<file path="src/rtl/fir_sum_tree_log_pkg.sv">
// Shared helpers for the adaptive-filter datapath (sum tree, error and update stages).
//   clog2      : ceiling log2, 0 for n <= 1; sets the number of adder-tree levels
//   tree_nodes : operand count left after k pairwise levels starting from ord leaves
//   sat_hit    : true when s does not fit in a w-bit two's-complement word
//   sat_clip   : s clamped to the w-bit two's-complement range
package fir_sum_tree_log_pkg;

  function automatic int clog2(input int n);
    int r;
    r = 0;
    while ((1 << r) < n) r = r + 1;
    return r;
  endfunction

  // Repeated ceil-halving collapses to a single ceil division by 2^k.
  function automatic int tree_nodes(input int ord, input int k);
    return (ord + (1 << k) - 1) >> k;
  endfunction

  function automatic logic sat_hit(input logic signed [63:0] s, input int w);
    logic signed [63:0] hi;
    logic signed [63:0] lo;
    hi = (64'sd1 <<< (w - 1)) - 64'sd1;
    lo = -(64'sd1 <<< (w - 1));
    return (s > hi) || (s < lo);
  endfunction

  function automatic logic signed [63:0] sat_clip(input logic signed [63:0] s, input int w);
    logic signed [63:0] hi;
    logic signed [63:0] lo;
    hi = (64'sd1 <<< (w - 1)) - 64'sd1;
    lo = -(64'sd1 <<< (w - 1));
    if (s > hi) return hi;
    if (s < lo) return lo;
    return s;
  endfunction

endpackage

</file>
<file path="src/rtl/DelayNUnit.sv">
// N-deep registered delay line of W-bit words with synchronous active-high reset.
//   clk   : rising-edge clock
//   reset : synchronous, active-high; clears every stage
//   d_i   : word entering the line
//   q_o   : d_i delayed by N clock edges
module DelayNUnit #(
  parameter int W = 1,
  parameter int N = 1
) (
  input  logic         clk,
  input  logic         reset,
  input  logic [W-1:0] d_i,
  output logic [W-1:0] q_o
);

  logic [W-1:0] pipe_q [N];

  always_ff @(posedge clk) begin
    if (reset) begin
      for (int i = 0; i < N; i++) pipe_q[i] <= '0;
    end else begin
      pipe_q[0] <= d_i;
      for (int i = 1; i < N; i++) pipe_q[i] <= pipe_q[i-1];
    end
  end

  assign q_o = pipe_q[N-1];

endmodule

</file>
<file path="src/rtl/fir_sum_tree_stage.sv">
// One registered level of the adder tree: adds operand pairs (2j, 2j+1) into
// IN_W+1-bit results. An odd last operand is sign-extended and registered alone.
//   clk    : rising-edge clock
//   reset  : synchronous, active-high; clears all result registers
//   din_i  : N_IN signed operands, operand j at [IN_W*j +: IN_W]
//   dout_o : N_OUT signed results, result j at [OUT_W*j +: OUT_W]
module fir_sum_tree_stage #(
  parameter  int IN_W  = 16,
  parameter  int N_IN  = 2,
  localparam int OUT_W = IN_W + 1,
  localparam int N_OUT = (N_IN + 1) / 2
) (
  input  logic                   clk,
  input  logic                   reset,
  input  logic [N_IN*IN_W-1:0]   din_i,
  output logic [N_OUT*OUT_W-1:0] dout_o
);

  for (genvar j = 0; j < N_OUT; j++) begin : g_pair
    logic signed [IN_W-1:0]  a;
    logic signed [OUT_W-1:0] sum_d;
    logic signed [OUT_W-1:0] sum_q;

    assign a = din_i[2*j*IN_W +: IN_W];

    if (2*j + 1 < N_IN) begin : g_add
      logic signed [IN_W-1:0] b;
      assign b     = din_i[(2*j+1)*IN_W +: IN_W];
      assign sum_d = OUT_W'(a) + OUT_W'(b);
    end else begin : g_pass
      assign sum_d = OUT_W'(a);
    end

    always_ff @(posedge clk) begin
      if (reset) sum_q <= '0;
      else       sum_q <= sum_d;
    end

    assign dout_o[j*OUT_W +: OUT_W] = sum_q;
  end

endmodule

</file>
<file path="src/rtl/fir_sum_tree_log.sv">
// Pipelined adder tree behind the log-domain tap multiplier bank. Sums ORD signed
// tap products (Q.QP) into y[n], saturates to WIDTH bits and flags clipping.
// One sample per clock, latency STAGES+1 edges, no stall.
//   clk           : rising-edge clock
//   reset         : synchronous, active-high; clears data and valid pipelines
//   tap_in_packed : ORD signed taps, tap j at [WIDTH*j +: WIDTH]
//   tap_valid     : qualifies the taps presented this cycle
//   filter_out    : saturated sum, signed, same Q format as the taps
//   out_valid     : one-cycle qualifier per sample
//   sat_out       : sum was clipped (only meaningful with out_valid)
module fir_sum_tree_log
  import fir_sum_tree_log_pkg::*;
#(
  parameter int WIDTH = 16,
  parameter int QP    = 12,
  parameter int ORD   = 64
) (
  input  logic                   clk,
  input  logic                   reset,
  input  logic [ORD*WIDTH-1:0]   tap_in_packed,
  input  logic                   tap_valid,
  output logic [WIDTH-1:0]       filter_out,
  output logic                   out_valid,
  output logic                   sat_out
);

  localparam int STAGES = clog2(ORD);
  localparam int LAT    = STAGES + 1;
  localparam int SW     = WIDTH + STAGES;

  // The binary point is untouched by summation; only its legality is checked.
  if (QP < 0 || QP >= WIDTH) begin : g_bad_qp
    $error("QP must lie in [0, WIDTH)");
  end

  function automatic logic [WIDTH-1:0] sat_word(input logic signed [SW-1:0] s);
    logic signed [63:0] c;
    c = sat_clip(64'(s), WIDTH);
    return c[WIDTH-1:0];
  endfunction

  function automatic logic sat_flag(input logic signed [SW-1:0] s);
    return sat_hit(64'(s), WIDTH);
  endfunction

  logic signed [SW-1:0] sum_s;

  // Stages 1..STAGES: each level halves the operand count and grows one bit,
  // so the full sum always fits and nothing can overflow before saturation.
  for (genvar k = 1; k <= STAGES; k++) begin : g_st
    localparam int IW = WIDTH + k - 1;
    localparam int NI = tree_nodes(ORD, k - 1);
    localparam int NO = tree_nodes(ORD, k);
    logic [NI*IW-1:0]     din;
    logic [NO*(IW+1)-1:0] dout;

    if (k == 1) begin : g_first
      assign din = tap_in_packed;
    end else begin : g_next
      assign din = g_st[k-1].dout;
    end

    fir_sum_tree_stage #(.IN_W(IW), .N_IN(NI)) u_stage (
      .clk   (clk),
      .reset (reset),
      .din_i (din),
      .dout_o(dout)
    );
  end

  if (STAGES == 0) begin : g_single
    assign sum_s = tap_in_packed;
  end else begin : g_tree
    assign sum_s = g_st[STAGES].dout;
  end

  // Final stage: saturating output register.
  logic [WIDTH-1:0] filt_q;
  logic             sat_q;
  logic             vld_q;

  always_ff @(posedge clk) begin
    if (reset) begin
      filt_q <= '0;
      sat_q  <= 1'b0;
    end else begin
      filt_q <= sat_word(sum_s);
      sat_q  <= sat_flag(sum_s);
    end
  end

  DelayNUnit #(.W(1), .N(LAT)) u_vld_dly (
    .clk  (clk),
    .reset(reset),
    .d_i  (tap_valid),
    .q_o  (vld_q)
  );

  assign filter_out = filt_q;
  assign out_valid  = vld_q;
  assign sat_out    = sat_q & vld_q;

endmodule

</file>
<file path="config.mk">
export PLATFORM = sky130hd
export DESIGN_NAME = fir_sum_tree_log
export DESIGN_NICKNAME = d
export VERILOG_FILES = /design/src/rtl/fir_sum_tree_log_pkg.sv /design/src/rtl/DelayNUnit.sv /design/src/rtl/fir_sum_tree_stage.sv /design/src/rtl/fir_sum_tree_log.sv
export SDC_FILE = /design/constraint.sdc
export NUM_CORES = 2
export LEC_CHECK = 0
export BUFFER_PORTS_ARGS = -buffer_cell sky130_fd_sc_hd__buf_2
export CAP_MARGIN = 20
export CORE_MARGIN = 2
export CORE_UTILIZATION = 45
export DETAILED_ROUTE_END_ITERATION = 7
export PLACE_DENSITY_LB_ADDON = 0.08
export SLEW_MARGIN = 20
export SYNTH_ARGS = -nofsm -noshare
export SYNTH_HDL_FRONTEND = slang
export SYNTH_SLANG_ARGS = --single-unit
</file>
<file path="constraint.sdc">
create_clock -name clk -period 3.7 [get_ports clk]
set_input_delay 0.74 -clock clk [delete_from_list [all_inputs] [get_ports clk]]
set_output_delay 0.74 -clock clk [all_outputs]
set_load 0.1 [all_outputs]
</file>
==> reports/results.txt <==
status: finished clean
crit end category: register
r2r setup slk: 0.50 ns
num rows: 146
via count: 59.9k
Main synth FF type: dfxtp_1
RR Endpoint: g_st[4].u_stage.g_pair[1].sum_q[18]
commonest non-fill, non-tap cell in the layout: nor2_1
critical path arrival: 3.83 ns
Worst Path Max Fanout: 3
Leakage: 40.4 nW
Synth Cell Area: 0.0721 sq mm
CTS Hold Buffers Added: 0
clock sink count: 1,152
final setup fails: 0
crit-path cells: ha_1 -> fa_1 -> a21oi_1 -> o21bai_1 -> a2111oi_0 -> o31ai_1 -> a311oi_1 -> a21oi_1 -> a31oi_1 -> xor2_1 -> nor2_1
Placement Cell Area: 0.0797 sq mm
initial antenna violation count: 53
Post-synth EDFFs: 0
critical path's slowest cell: a2111oi_0
post-route cell area: 0.0844 sq mm
final hold vios: 0
CP required: 4.33 ns
CTS buffer count: 133
DRT Pass-1 Iters: 6
Setup crit start kind: register
Synth Register Bits: 1,152
largest net degree at the start of global routing: 163
Synth area leader: dfxtp_1
clock slew at reported path FFs: 0.06 ns
Wirelength per Cell: 17.0 microns
share of the synthesized area in the top cell type: 32.0%
Die Ht: 404 microns
Distinct cells, synth: 76
Port Buffers: 1,044
Starting Density: 45.4%
Die Width: 404 microns
Pins Over Slew Limit: 0
Hold Crit Depth: 2
PD cells: 545 mW/mm^2
path type of the worst setup path: reg -> reg
Worst-Skew Late Latency: 0.76 ns
Slew HR: 39.3%
cell mode on critical path: a21oi_1
worst-case clock buffer depth: 3
Nets: 11.4k
share of layout cells above drive strength 1: 14.5%
post-CTS setup buffers: 0
FMAX: 313 MHz
GRT Total Usage: 23.0%
global-route wire length before repair: 305 mm
Worst-Margin Slew: 0.899 ns
R2R Path Start: g_st[3].u_stage.g_pair[2].sum_q[0]
post-cts sizing count: 0
Iteration-0 DRC Markers: 2,772
Final ANT Viol Nets: 0
VDD IR-drop max: 0.000517 V
total negative slack: 0 ns
most frequent cells in the layout: nor2_1, dfxtp_1, ha_1
hpwl dp: 160 mm
worst r2r path cells: 11
post-synthesis sequential area ratio: 32.0%
DR vias/cell: 5.23
I/O pins: 1,045
total of max-cap violations: 0
gr ovfl total: 0
Routed WL: 194 mm
Final Skew: 0.0213 ns
Post-Synthesis Net Count: 10.3k
Post-Syn Instances: 8,187
Root Driver: clkbuf_16
hold_sp: tap_valid
DRC viols: 0
H-tree lvl count: 4
Area growth syn-to-layout: 17.2%
worst hold path class: in -> reg
gpl congestion: 0.911
top cells by area, synth: dfxtp_1, ha_1, nor2_1
fraction of registers with async set/reset: 0%
Core ar.: 0.159 sq mm
Mean Syn Cell Area: 8.80 sq um
CTS tree: built
period utilisation layout: 86.4%
Yosys warnings: 0
vias in the first global route: 59.7k
Max stage delay on crit path: 0.54 ns
unrepaired setup endpoints after global routing: no
Worst Hold End: u_vld_dly.pipe_q[0][0]
Die ar.: 0.163 sq mm
Final Critical Period: 3.20 ns
## sequential cells by signal, summed over array words and instances, names as in the netlist
register                   count
g_st.u_stage.g_pair.sum_q   1106
g_st.u_stage.dout_o           22
filter_out                    16
u_vld_dly.pipe_q               7
sat_q                          1
## stage by stage
step	cells	setup WS [ns]	hold slack (ns)	utilization [%]	power, mW
final	11457	0.502	0.194	53.2	46.0
after global routing	11444	0.293	0.179	53.2	49.2
after CTS	11429	0.539	0.131	53.1	46.5
after detailed placement	11188	-0.204	0.429	50.2	32.6
after global placement	11188	-0.179	0.420	50.2	32.6
after floorplan	8187	0.289	0.414	-	28.1
## Yosys cell counts (20+ instances only)
| library cell | number |
|---|---|
| o21ai_1 | 159 |
| a311oi_1 | 21 |
| nor3b_1 | 30 |
| o211ai_1 | 23 |
| inv_1 | 281 |
| nand2_1 | 286 |
| and3_1 | 49 |
| a21o_1 | 412 |
| o31ai_1 | 37 |
| xor2_1 | 355 |
| clkbuf_1 | 157 |
| nor2b_1 | 299 |
| dfxtp_1 | 1152 |
| o21a_1 | 155 |
| nand3_1 | 99 |
| fa_1 | 63 |
| and2_1 | 32 |
| o21bai_1 | 101 |
| ha_1 | 1065 |
| nand2b_1 | 89 |
| a2111oi_0 | 38 |
| o21ai_0 | 210 |
| nor2_1 | 1251 |
| xnor2_1 | 445 |
| nand4_1 | 36 |
| a211oi_1 | 70 |
| nor3_1 | 185 |
| a31oi_1 | 121 |
| or3_1 | 28 |
| a2111o_1 | 20 |
| a21oi_1 | 648 |
## layer usage
metal	GRT usage, %	vias up	share of wire [%]	wire (microns)
met3	2.92	325	3.2	6210
met1	28.0	27301	44	86300
met4	7.80	2	3.5	6740
met2	41.7	1138	49	95100
li1	-	31128	-	-
met5	0	-	0.010	20
## kinds of logic after synthesis
family / Yosys count / share of synthesized area, %
and+or+nand+nor: 2449 / 15.6
AOI/OAI and AO/OA: 2210 / 20.0
DFF: 1152 / 32.0
adders and majority gates: 1128 / 20.2
xor gates and xnor gates: 800 / 9.72
buffers and inverters: 439 / 2.29
muxes: 9 / 0.134
## area by class of cell
class	count	area (sq um)
clock buffers	184	3880
well taps	2072	2590
clock inverters	57	719
inverters	281	1050
diodes	28	70.1
flip-flops and latches	1152	23100
multi-input cells	6596	47400
fillers	15103	74300
repair buffers	1087	5680
## power by group
part,internal [mW],switching [mW]
clock network,8.34,5.27
registers,14.9,1.21
logic,6.96,9.34
total,30.2,15.8
## worst max-delay path, delay by kind of cell, from the launching register on
kind	cells	cell delay, ns
compound gates	7	1.94
simple gates	1	0.05
flops	1	0.31
xor+xnor	1	0.16
fa+ha+maj	2	0.63
## how the worst max path moves through the flow
stage               cells past startpoint                               start                                    to  slack (ns)
floorplan                              11                  tap_in_packed[384]  g_st[1].u_stage.g_pair[12].sum_q[16]        0.29
global placement                       13                  tap_in_packed[416]  g_st[1].u_stage.g_pair[13].sum_q[16]       -0.18
detailed placement                     13                  tap_in_packed[416]  g_st[1].u_stage.g_pair[13].sum_q[16]       -0.20
CTS                                    11  g_st[3].u_stage.g_pair[2].sum_q[0]   g_st[4].u_stage.g_pair[1].sum_q[18]        0.54
global route                           11  g_st[3].u_stage.g_pair[4].sum_q[0]   g_st[4].u_stage.g_pair[2].sum_q[18]        0.29
finish                                 11  g_st[3].u_stage.g_pair[2].sum_q[0]   g_st[4].u_stage.g_pair[1].sum_q[18]        0.50
No activity file was read; power rests on OpenSTA's default activity.
